$ cat config.mk
export PLATFORM = sky130hd
export DESIGN_NAME = lsu_mem_sequencer
export DESIGN_NICKNAME = d
export VERILOG_FILES = /design/src/rtl/lsu_pkg.sv /design/src/rtl/lsu_lane_select.sv /design/src/rtl/lsu_mem_sequencer.sv
export SDC_FILE = /design/constraint.sdc
export NUM_CORES = 1
export LEC_CHECK = 0
export BUFFER_PORTS_ARGS = -buffer_cell sky130_fd_sc_hd__buf_2
export CORE_UTILIZATION = 30
export DETAILED_ROUTE_END_ITERATION = 6
export PLACE_DENSITY = 0.58
export SYNTH_ARGS = -nofsm -noshare
export SYNTH_HDL_FRONTEND = slang
export SYNTH_SLANG_ARGS = --single-unit
$ cat constraint.sdc
create_clock -name clk -period 4.2 [get_ports clk]
set_clock_uncertainty 0.2 [all_clocks]
set_input_delay 0.63 -clock clk [delete_from_list [all_inputs] [get_ports clk]]
set_output_delay 0.63 -clock clk [all_outputs]
set_load 0.005 [all_outputs]
$ cat src/rtl/lsu_pkg.sv
// Shared types for the LSU memory sequencer: lane count, lane index, FSM states.
package lsu_pkg;
  localparam int NUM_LANES = 8;
  localparam int LANE_W    = 3;

  typedef logic [LANE_W-1:0] lane_idx_t;

  typedef enum logic [1:0] {
    IDLE,
    ISSUE,
    WAIT,
    DONE
  } lsu_seq_state_t;
endpackage

$ cat src/rtl/lsu_lane_select.sv
// Lowest-set-bit priority encoder over the pending-lane mask.
module lsu_lane_select
  import lsu_pkg::*;
(
  input  logic [NUM_LANES-1:0] mask,
  output lane_idx_t            idx,
  output logic                 any_set
);

  // Scanning high-to-low lets the lowest set bit win.
  always_comb begin
    idx = '0;
    for (int i = NUM_LANES - 1; i >= 0; i--)
      if (mask[i]) idx = lane_idx_t'(i);
  end

  assign any_set = |mask;

endmodule

$ cat src/rtl/lsu_mem_sequencer.sv
// Serializes a warp-wide load/store onto a single-port memory, merging loads
// to identical addresses and gathering read data into a per-lane buffer.
module lsu_mem_sequencer
  import lsu_pkg::*;
#(
  parameter int DATA_WIDTH = 16,
  parameter int ADDR_WIDTH = 8
) (
  input  logic                                 clk,
  input  logic                                 reset,
  input  logic                                 req_valid,
  output logic                                 req_ready,
  input  logic                                 req_we,
  input  logic [NUM_LANES-1:0]                 req_mask,
  input  logic [NUM_LANES-1:0][ADDR_WIDTH-1:0] req_addr,
  input  logic [NUM_LANES-1:0][DATA_WIDTH-1:0] req_wdata,
  output logic                                 mem_valid,
  input  logic                                 mem_ready,
  output logic                                 mem_we,
  output logic [ADDR_WIDTH-1:0]                mem_addr,
  output logic [DATA_WIDTH-1:0]                mem_wdata,
  input  logic                                 mem_rvalid,
  input  logic [DATA_WIDTH-1:0]                mem_rdata,
  output logic                                 resp_valid,
  input  logic                                 resp_ready,
  output logic [NUM_LANES-1:0]                 resp_mask,
  output logic [NUM_LANES-1:0][DATA_WIDTH-1:0] resp_rdata
);

  lsu_seq_state_t                       state;
  logic                                 we_r;
  logic [NUM_LANES-1:0]                 mask_r;
  logic [NUM_LANES-1:0]                 pending;
  logic [NUM_LANES-1:0][ADDR_WIDTH-1:0] addr_r;
  logic [NUM_LANES-1:0][DATA_WIDTH-1:0] wdata_r;
  logic [NUM_LANES-1:0][DATA_WIDTH-1:0] rdata_r;
  lane_idx_t                            lane;
  lane_idx_t                            lane_r;
  logic                                 lane_any;
  logic [NUM_LANES-1:0]                 lane_oh;
  logic [NUM_LANES-1:0]                 hit;
  logic [NUM_LANES-1:0]                 pending_st;
  logic [NUM_LANES-1:0]                 pending_ld;

  lsu_lane_select u_sel (
    .mask    (pending),
    .idx     (lane),
    .any_set (lane_any)
  );

  assign lane_oh = NUM_LANES'(1) << lane;

  // Every still-pending lane sharing the in-flight address takes the same read data.
  always_comb begin
    hit = '0;
    for (int k = 0; k < NUM_LANES; k++)
      hit[k] = pending[k] && (addr_r[k] == addr_r[lane_r]);
  end

  assign pending_st = pending & ~lane_oh;
  assign pending_ld = pending & ~hit;

  // Outputs decode registered state only; nothing combinational from req_valid.
  assign req_ready  = (state == IDLE);
  assign mem_valid  = (state == ISSUE) && lane_any;
  assign mem_we     = mem_valid && we_r;
  assign mem_addr   = mem_valid ? addr_r[lane] : '0;
  assign mem_wdata  = mem_we ? wdata_r[lane] : '0;
  assign resp_valid = (state == DONE);
  assign resp_mask  = mask_r;
  assign resp_rdata = rdata_r;

  always_ff @(posedge clk) begin
    if (reset) begin
      state   <= IDLE;
      we_r    <= 1'b0;
      mask_r  <= '0;
      pending <= '0;
      addr_r  <= '0;
      wdata_r <= '0;
      rdata_r <= '0;
      lane_r  <= '0;
    end else begin
      unique case (state)
        IDLE: begin
          if (req_valid) begin
            we_r    <= req_we;
            mask_r  <= req_mask;
            addr_r  <= req_addr;
            wdata_r <= req_wdata;
            pending <= req_mask;
            rdata_r <= '0;
            state   <= (req_mask == '0) ? DONE : ISSUE;
          end
        end
        ISSUE: begin
          if (mem_valid && mem_ready) begin
            if (we_r) begin
              pending <= pending_st;
              state   <= (pending_st == '0) ? DONE : ISSUE;
            end else begin
              lane_r <= lane;
              state  <= WAIT;
            end
          end
        end
        WAIT: begin
          if (mem_rvalid) begin
            for (int k = 0; k < NUM_LANES; k++)
              if (hit[k]) rdata_r[k] <= mem_rdata;
            pending <= pending_ld;
            state   <= (pending_ld == '0) ? DONE : ISSUE;
          end
        end
        DONE: begin
          if (resp_ready) state <= IDLE;
        end
        default: state <= IDLE;
      endcase
    end
  end

endmodule

==> impl.org, run 1 <==
** Routing
- Dividing the detail-routed via count by the number of cells gives 5.30.
- Router iterations before antenna repair :: 5
- Number of DRC markers after the initial detailed-route iteration :: 1389
- In the final routed layout, each cell accounts on average for 19.7 um.
- The count of nets left with antenna violations once routing finished came out at 0.
- After detailed routing, the total wire length is 61200 um.
- DRC errors left :: 0
- Number of vias in the routed layout :: 16400

** STA
- Setup-violating endpoint count in the final report :: 0
- Timing would allow up to 0.246 GHz.
- RSZ-0062 raised after global routing :: false
- Dividing the final minimum period by the clock period gives 96.7%.
- Final worst path period need :: 4.06 ns
- The number of hold violations in the final report is 0.
- At the pin with the least slew margin, the transition time is 1.16 ns.
- Slew HR :: 22.1%
- The max-slew violation total from the final report came to 0.
- Post-Route Setup TNS :: 0 ns

** Hold path
- Class of the worst hold path :: in2reg
- The startpoint identified for the worst hold timing path is req_wdata[56].

** Synthesis
- Primary flip-flop cell chosen by synthesis mapping :: sky130_fd_sc_hd__dfxtp_1
- Counting flops with a built-in enable in the synthesized netlist gives 0.
- Post-Synthesis Cells :: 2088
- The average instance in the mapped netlist occupies 7.54 um^2.
- The mapped netlist covers 15700 um^2.
- Synth unique cells :: 65
- Yosys printed 0 warnings.
- In this run, synthesis produced a sequential element count of 342.
- In the synthesized netlist the async set-or-reset flop fraction comes to 0%.
- Post-synthesis net count :: 2315
- Register area share after synthesis :: 43.5%

** Die
- Effective utilization at floorplan :: 30.5%
- Area of the placeable core :: 51600 um^2
- Number of placement rows :: 83
- In this run the count of I/O pins placed on the die edge is 387.
- The die is 231 um tall.
- Die boundary width :: 231 um
- Die area :: 53400 um^2

** Clock tree
- Clock-pin slew was measured on the worst setup and hold paths at 0.06 ns.
- Clock tree root buffer cell :: sky130_fd_sc_hd__clkbuf_16
- Clock latency at the later pin of the worst-skew pair :: 0.55 ns
- The H-tree was split into 2 levels.
- # clock sinks :: 342
- Counting along the longest clock path gives a buffer depth of 3.
- CTS tree :: yes
- Buffers inserted during clock tree synthesis total 41.

** Power
- Summed over all cells, the static leakage comes to 7.99 nW.
- In this run, the combinational gates consume 46.5% of the power.
- Final total power :: 0.0140 W
- Across the VDD grid, the largest voltage drop is 0.000453 V.
- Net switching is 44.4% of the power.
- Internal power of the cells :: 0.00778 W
- The share of total power dissipated in the clock network is 24.3%.
- Power share of the sequential group :: 29.3%
- Dividing total power by cell area gives a power density of 709 nW/um^2.
- In this run the power spent charging and discharging nets is 0.00622 W.

** Place
- Count of buffers inserted at the top-level ports :: 386
- HPWL after detailed placement :: 44300 um
- Routability-driven placement finished with a final weighted congestion of 0.914.
- Placed insts :: 3026

** Worst setup path
- Of all nets on the critical path, the largest fanout is 34.
- The worst setup path is of the reg2out kind.
- CP bufs+invs :: 2
- Biggest cell delay along the critical path :: 0.49 ns
- Crit Reg-Reg Startpoint :: lane_r[1]$_SDFFE_PP0P_
- The worst setup path is launched from a register.
- Traced cell by cell, the critical path runs through nand2b_1, a21oi_2, o21a_4, buf_12, nand2_1, and3_1, a311oi_1, a31oi_1, nor2_1, buf_2.
- The most critical setup path has its startpoint at pending[7]$_SDFFE_PP0P_.
- At the worst endpoint, the required time is 3.37 ns.
- STA puts the critical path data arrival time at 3.23 ns.
- The worst setup path is captured at a primary output.
- Among cell families on the critical path, the largest total delay comes from compound AO/OA/AOI/OAI gates.
- Worst reg2reg setup slack :: 0.26 ns
- The largest individual stage delay along the critical path comes from the cell sky130_fd_sc_hd__dfxtp_1.

** Global routing
- Global Route Usage Sum :: 22.2%
- Initial antenna violation count :: 2
- The first global-routing pass estimated 92600 um of wire.
- Global routing consumed, on the met1 layer, 29.9% of the routing resources.
- Pin count of the biggest net entering global routing :: 131
- Global routing usage on met2 :: 35.5%
- Gr busiest metal :: met2
- The number of global-route vias before repair came to 15400.
- For this run the aggregate overflow at the end of global routing stands at 0.
- Met3 usage in global routing :: 3.69%

** Finish
- Signed area change from the synthesized netlist to the final layout :: 25.4%
- The library cell used most frequently in the layout, excluding fill and tap cells, is sky130_fd_sc_hd__nand2_1.
- The net count of the finished layout is 2622.
- Leaving out fill and tap cells, the most frequent cells in the layout are sky130_fd_sc_hd__nand2_1 (608), sky130_fd_sc_hd__buf_2 (385), sky130_fd_sc_hd__dfxtp_1 (341), sky130_fd_sc_hd__a21oi_1 (256), sky130_fd_sc_hd__nor2_1 (138).
- Share of post-route cells with drive strength above 1 :: 22.3%
- Fill cell count :: 5411
- Post-route insts no fill :: 3102

** Job
- Number of maximum-capacitance constraint violations :: 0

** Outcome
- The flow ran to the end, and the final reports show no timing, DRC or antenna violations.
[sequential cells by signal (all words and copies together), names as in the netlist]
signal and cells:
lane_r 3, wdata_r 128, pending 8, resp_mask 8, state 2, resp_rdata 128
addr_r 64, we_r 1
[stage by stage]
stage / cell area, um^2 / setup WS, ns / utilization (%) / hold WS, ns
after floorplan: 15700 / 0.976 / - / 0.237
after global placement: 18400 / 0.290 / 35.6 / 0.242
after detailed placement: 18400 / 0.242 / 35.6 / 0.247
after CTS: 19700 / 0.00816 / 38.2 / 0.0787
after global routing: 19700 / 0.0219 / 38.2 / 0.110
final: 19700 / 0.138 / 38.3 / 0.114
[worst register-to-register path, stage by stage, from the launching register on]
cell	delay, ns
sky130_fd_sc_hd__dfxtp_1	0.61
sky130_fd_sc_hd__nor2b_1	0.23
sky130_fd_sc_hd__a22oi_1	0.78
sky130_fd_sc_hd__and3_1	0.26
sky130_fd_sc_hd__o2111ai_1	0.22
sky130_fd_sc_hd__nor4_1	0.61
sky130_fd_sc_hd__o21ai_1	0.50
sky130_fd_sc_hd__a22oi_1	0.33
sky130_fd_sc_hd__nor2_1	0.07
[final timing paths]
kind,end,cells past startpoint
worst min-delay path,wdata_r[56]$_SDFFE_PP0P_,3
worst min register to register,wdata_r[18]$_SDFFE_PP0P_,2
worst max register to register,resp_rdata[11]$_SDFFE_PP0P_,8
worst max-delay path,mem_wdata[7],10
[cell usage after synthesis, drive strengths merged, types with 2 or more instances]
master,number,area [um^2]
a21boi,3,22.5
a21o,4,37.5
a21oi,260,1300
a22o,9,78.8
a22oi,92,741
a311oi,24,210
a31oi,26,163
and2,22,138
and3,30,188
buf,22,146
clkbuf,150,564
dfxtp,342,6850
ha,4,50.1
inv,15,56.3
mux2i,40,438
mux4,6,139
nand2,609,2290
nand2b,2,12.5
nand3,72,360
nand3b,16,120
nand4,12,75.1
nand4b,4,35.0
nor2,138,518
nor2b,2,12.5
nor3,18,106
nor4,10,68.8
o2111ai,7,61.3
o21a,4,30.0
o21ai,71,359
o22ai,7,43.8
o41ai,2,17.5
or2,2,12.5
or3,19,119
xnor2,8,70.1
xor2,21,184
[per-layer routing]
layer | vias to the layer above | wire length, um
met5 | - | 10
met4 | 2 | 2000
met3 | 104 | 4390
met2 | 706 | 27500
met1 | 7844 | 27300
li1 | 7774 | -
[cell families (layout without fill, tap and decap cells)]
group	count (synthesis)	after routing	share of synthesized area [%]
multiplexers	46	46	3.66
buffers and inverters	188	521	4.89
AND/OR/NAND/NOR	960	960	26.0
adder cells (fa/ha/maj)	4	4	0.318
XOR/XNOR	29	29	1.61
other	0	1	0
flip-flops	342	342	43.5
AO/OA/AOI/OAI	519	519	20.1
[what timing repair did]
action                                  in CTS  in global routing
pin swaps                                    2                  1
hold buffers                                 0                  0
hold endpoints to repair                     0                  0
setup buffers                                5                  1
resized for setup                            3                  6
endpoints found under the setup margin      18                 37
[power groups by stage]
stage | Sequential (W) | Clock, W | Combinational (W)
after floorplan | 0.00395 | 0 | 0.00391
after global placement | 0.00414 | 0 | 0.00621
after detailed placement | 0.00415 | 0 | 0.00624
after CTS | 0.00408 | 0.00348 | 0.00644
after global routing | 0.00414 | 0.00361 | 0.00703
final | 0.00409 | 0.00340 | 0.00650
[layout make-up]
type	instances	area [um^2]	share of cell area (%)
flip-flops and latches	342	6850	34.7
repair buffers	436	2460	12.5
diodes	1	2.50	0.0127
clock buffers	60	1180	5.96
multi-input cells	1558	8260	41.8
clock inverters	9	90.1	0.456
well taps	680	851	4.31
inverters	16	60.1	0.304
No activity file was read; power rests on OpenSTA's default activity.
==> run 2, diff against run 1 <==
--- a/constraint.sdc
+++ b/constraint.sdc
@@ -4,2 +4,2 @@
 set_output_delay 0.63 -clock clk [all_outputs]
-set_load 0.005 [all_outputs]
+set_load 0.1 [all_outputs]
==> run 2 against run 1 <==
  * Sequential share of layout area shrank 0.57 points
  * Global-route usage grew 0.23 points
  * Die area is the same
  * Clock power grew 15%
  * Sequential cell count is the same
==> impl.org, run 2 (synthesis gave the netlist of run 1 again) <==
** Die
- The number of standard-cell rows in the floorplan is 83 (unchanged).
- Effective utilization at floorplan :: 30.5% (unchanged)
- The core box area is 51600 um^2 (unchanged).
- Die span in y :: 231 um (unchanged)
- The horizontal extent of the die was 231 um (unchanged).
- Die area :: 53400 um^2 (unchanged)
- IO Count :: 387 (unchanged)

** Place
- HPWL after detailed placement :: 45500 um (+2.7%)
- Final weighted congestion in routability-driven placement :: 0.896 (-2.1%)
- The count of placed standard cells including taps came to 3038 (+0.40%).
- The placement-stage worst setup slack is 0.457 ns (+0.215 ns).
- The number of buffers added on ports came to 386 (unchanged).

** Routing
- The number of violations reported at the end of detailed-routing iteration 0 came to 1370 (-1.4%).
- The number of vias after detailed routing is 16600 (+0.96%).
- The post-detailed-route wirelength per cell came to 20.1 um (+2.1%).
- The total length of routed wires came to 62800 um (+2.7%).
- DRC errors left :: 0 (unchanged)
- The number of detailed-route iterations in the first pass was 6 (+1).
- Antenna violation net count after detailed routing :: 0 (unchanged)
- Average vias per placed instance :: 5.32 (+0.37%)

** Worst setup path
- Type of element capturing the critical path :: primary output
- The worst setup path is launched from a register.
- The kind of cell with the highest combined delay along the critical path is compound AO/OA/AOI/OAI gates.
- Worst-path cell with the longest stage delay :: sky130_fd_sc_hd__dfxtp_1
- CP bufs+invs :: 3 (+1)
- The critical path is of the reg2out type.
- Critical path fanouts, max :: 33 (-2.9%)
- Biggest cell delay along the critical path :: 0.49 ns (about the same)
- The critical path required time came to 3.37 ns (about the same).
- The data arrival time of the worst path is 3.32 ns (+0.09 ns).
- The critical path goes through inv_1, a21oi_2, o21a_4, buf_12, nand2_1, and3_1, a311oi_1, a31oi_1, nor2_1, buf_4.

** Power
- The power after layout came to 0.0150 W (+7.5%).
- VDD IR max :: 0.000511 V (+13%)
- Cell area power density :: 749 nW/um^2 (+5.7%)
- Leak Pwr :: 8.13 nW (+1.7%)

** STA
- The maximum clock frequency is 0.241 GHz (-2.1%).
- Final clock period utilization by the worst path :: 98.7% (+2.0 points)
- Post-Route Setup TNS :: 0 ns (unchanged)
- The slew at the pin with the worst max-slew slack came to 1.10 ns (-0.0623 ns).
- The number of hold violations in the final report is 0 (unchanged).
- Slew HR :: 26.8% (+4.7 points)
- Final worst path period need :: 4.15 ns (+0.0854 ns)
- The max-slew violation total from the final report came to 0 (unchanged).
- PnR worst setup slack :: 0.0528 ns (-0.0854 ns)
- Setup-violating endpoint count in the final report :: 0 (unchanged)

** Finish
- Net count, final :: 2635 (+0.50%)
- The library cell used most frequently in the layout, excluding fill and tap cells, is sky130_fd_sc_hd__nand2_1.
- Signed area change from the synthesized netlist to the final layout :: 27.5%
- The proportion of layout cells with a drive suffix above 1 is 22.9% (+0.61 points).
- The filler cell count was 5361 (-0.92%).
- In the layout the commonest cells are sky130_fd_sc_hd__nand2_1 (608), sky130_fd_sc_hd__buf_2 (370), sky130_fd_sc_hd__dfxtp_1 (342), sky130_fd_sc_hd__a21oi_1 (256), sky130_fd_sc_hd__nor2_1 (138).
- The final cell count without fillers came to 3120 (+0.58%).

** Clock tree
- The number of buffers created by CTS was 40 (-2.4%).
- The maximum buffer depth of the clock tree is 3 (unchanged).
- TritonCTS built the clock tree.
- The clock latency at the later pin of the worst-skew pair was 0.57 ns (+0.02 ns).
- Number of H-tree levels :: 2 (unchanged)
- The total of hold buffers inserted after clock tree synthesis came to 0 (unchanged).
- # clock sinks :: 342 (unchanged)
- Clock tree root buffer cell :: sky130_fd_sc_hd__clkbuf_16
- Clock-pin slew reported for the worst setup and hold paths after clock tree synthesis :: 0.06 ns (about the same)

** Global routing
- The largest net degree at the start of global routing was 151 (+15%).
- Initial antenna violation count :: 2 (unchanged)
- Global-route wire length before repair :: 92500 um (about the same)
- The number of global-route vias before repair was 15400 (-0.49%).
- The overall routing resource usage is 22.4% (+0.23 points).
- The aggregate global routing overflow came to 0 (unchanged).

** Job
- Number of maximum-capacitance constraint violations :: 0 (unchanged)

** Hold path
- Class of the worst hold path :: in2reg

** Outcome
- The flow ran to the end, and the final reports show no timing, DRC or antenna violations.
run 2: changes by cell type in the layout (fill, tap and decap cells not counted), sizes merged:
cell and change:
clkinvlp +3, o21a +1, buf +1, clkbuf +2, a21oi +1, inv +1
o21ai +1, bufinv +8
run 2: final cells by class:
cell class | instances | area [um^2] | area share (%)
multi-input cells | 1561 | 8270 | 41.2
clock buffers | 52 | 1120 | 5.57
clock inverters | 21 | 355 | 1.77
flip-flops and latches | 342 | 6850 | 34.1
well taps | 680 | 851 | 4.24
inverters | 16 | 63.8 | 0.318
repair buffers | 447 | 2570 | 12.8
diodes | 1 | 2.50 | 0.0125
run 2: repair_timing:
item,4_1_cts,5_1_grt
pin swaps,2,1
gates cloned,1,2
hold endpoints to repair,0,0
gates resized for setup,6,17
setup endpoints to repair,22,21
setup buffers,3,2
run 2: power breakdown:
group	switching (W)	total [W]	leakage, nW	internal (W)
Clock	0.00148	0.00392	0.709	0.00244
Combinational	0.00491	0.00699	4.63	0.00209
Sequential	0.000468	0.00413	2.79	0.00366
Total	0.00685	0.0150	8.13	0.00819
run 2: worst min-delay path, cell delays in order:
cell,delay (ns)
sky130_fd_sc_hd__buf_2,0.09
sky130_fd_sc_hd__nand2_1,0.04
sky130_fd_sc_hd__a21oi_1,0.05
run 2: final timing paths:
path,start,endpoint,slack [ns],cells past startpoint
worst max-delay path,pending[5]$_SDFFE_PP0P_,mem_wdata[8],0.05,10
worst min-delay path,req_wdata[29],wdata_r[29]$_SDFFE_PP0P_,0.1,3
worst max register to register,lane_r[2]$_SDFFE_PP0P_,resp_rdata[91]$_SDFFE_PP0P_,0.54,9
worst min register to register,resp_mask[0]$_SDFFE_PP0P_,resp_mask[0]$_SDFFE_PP0P_,0.25,2
run 2: per-stage QoR:
step / utilization [%] / hold WS, ns / instance area [um^2]
after global routing: 38.9 / 0.0903 / 20100
after floorplan: - / 0.237 / 15700
final: 38.9 / 0.0960 / 20100
after global placement: 35.8 / 0.241 / 18500
after CTS: 38.7 / 0.0639 / 20000
after detailed placement: 35.8 / 0.245 / 18500
run 2: per-layer routing:
metal  up-vias  part of all wire [%]  global-route usage, %  routed length (um)
li1       7837                     -                      -                   -
met1      7936                    44                   29.8               27600
met2       726                    46                   36.9               29100
met3        86                   7.0                   3.59                4420
met4         2                   2.7                   7.28                1680
met5         -                 0.021                      0                  13
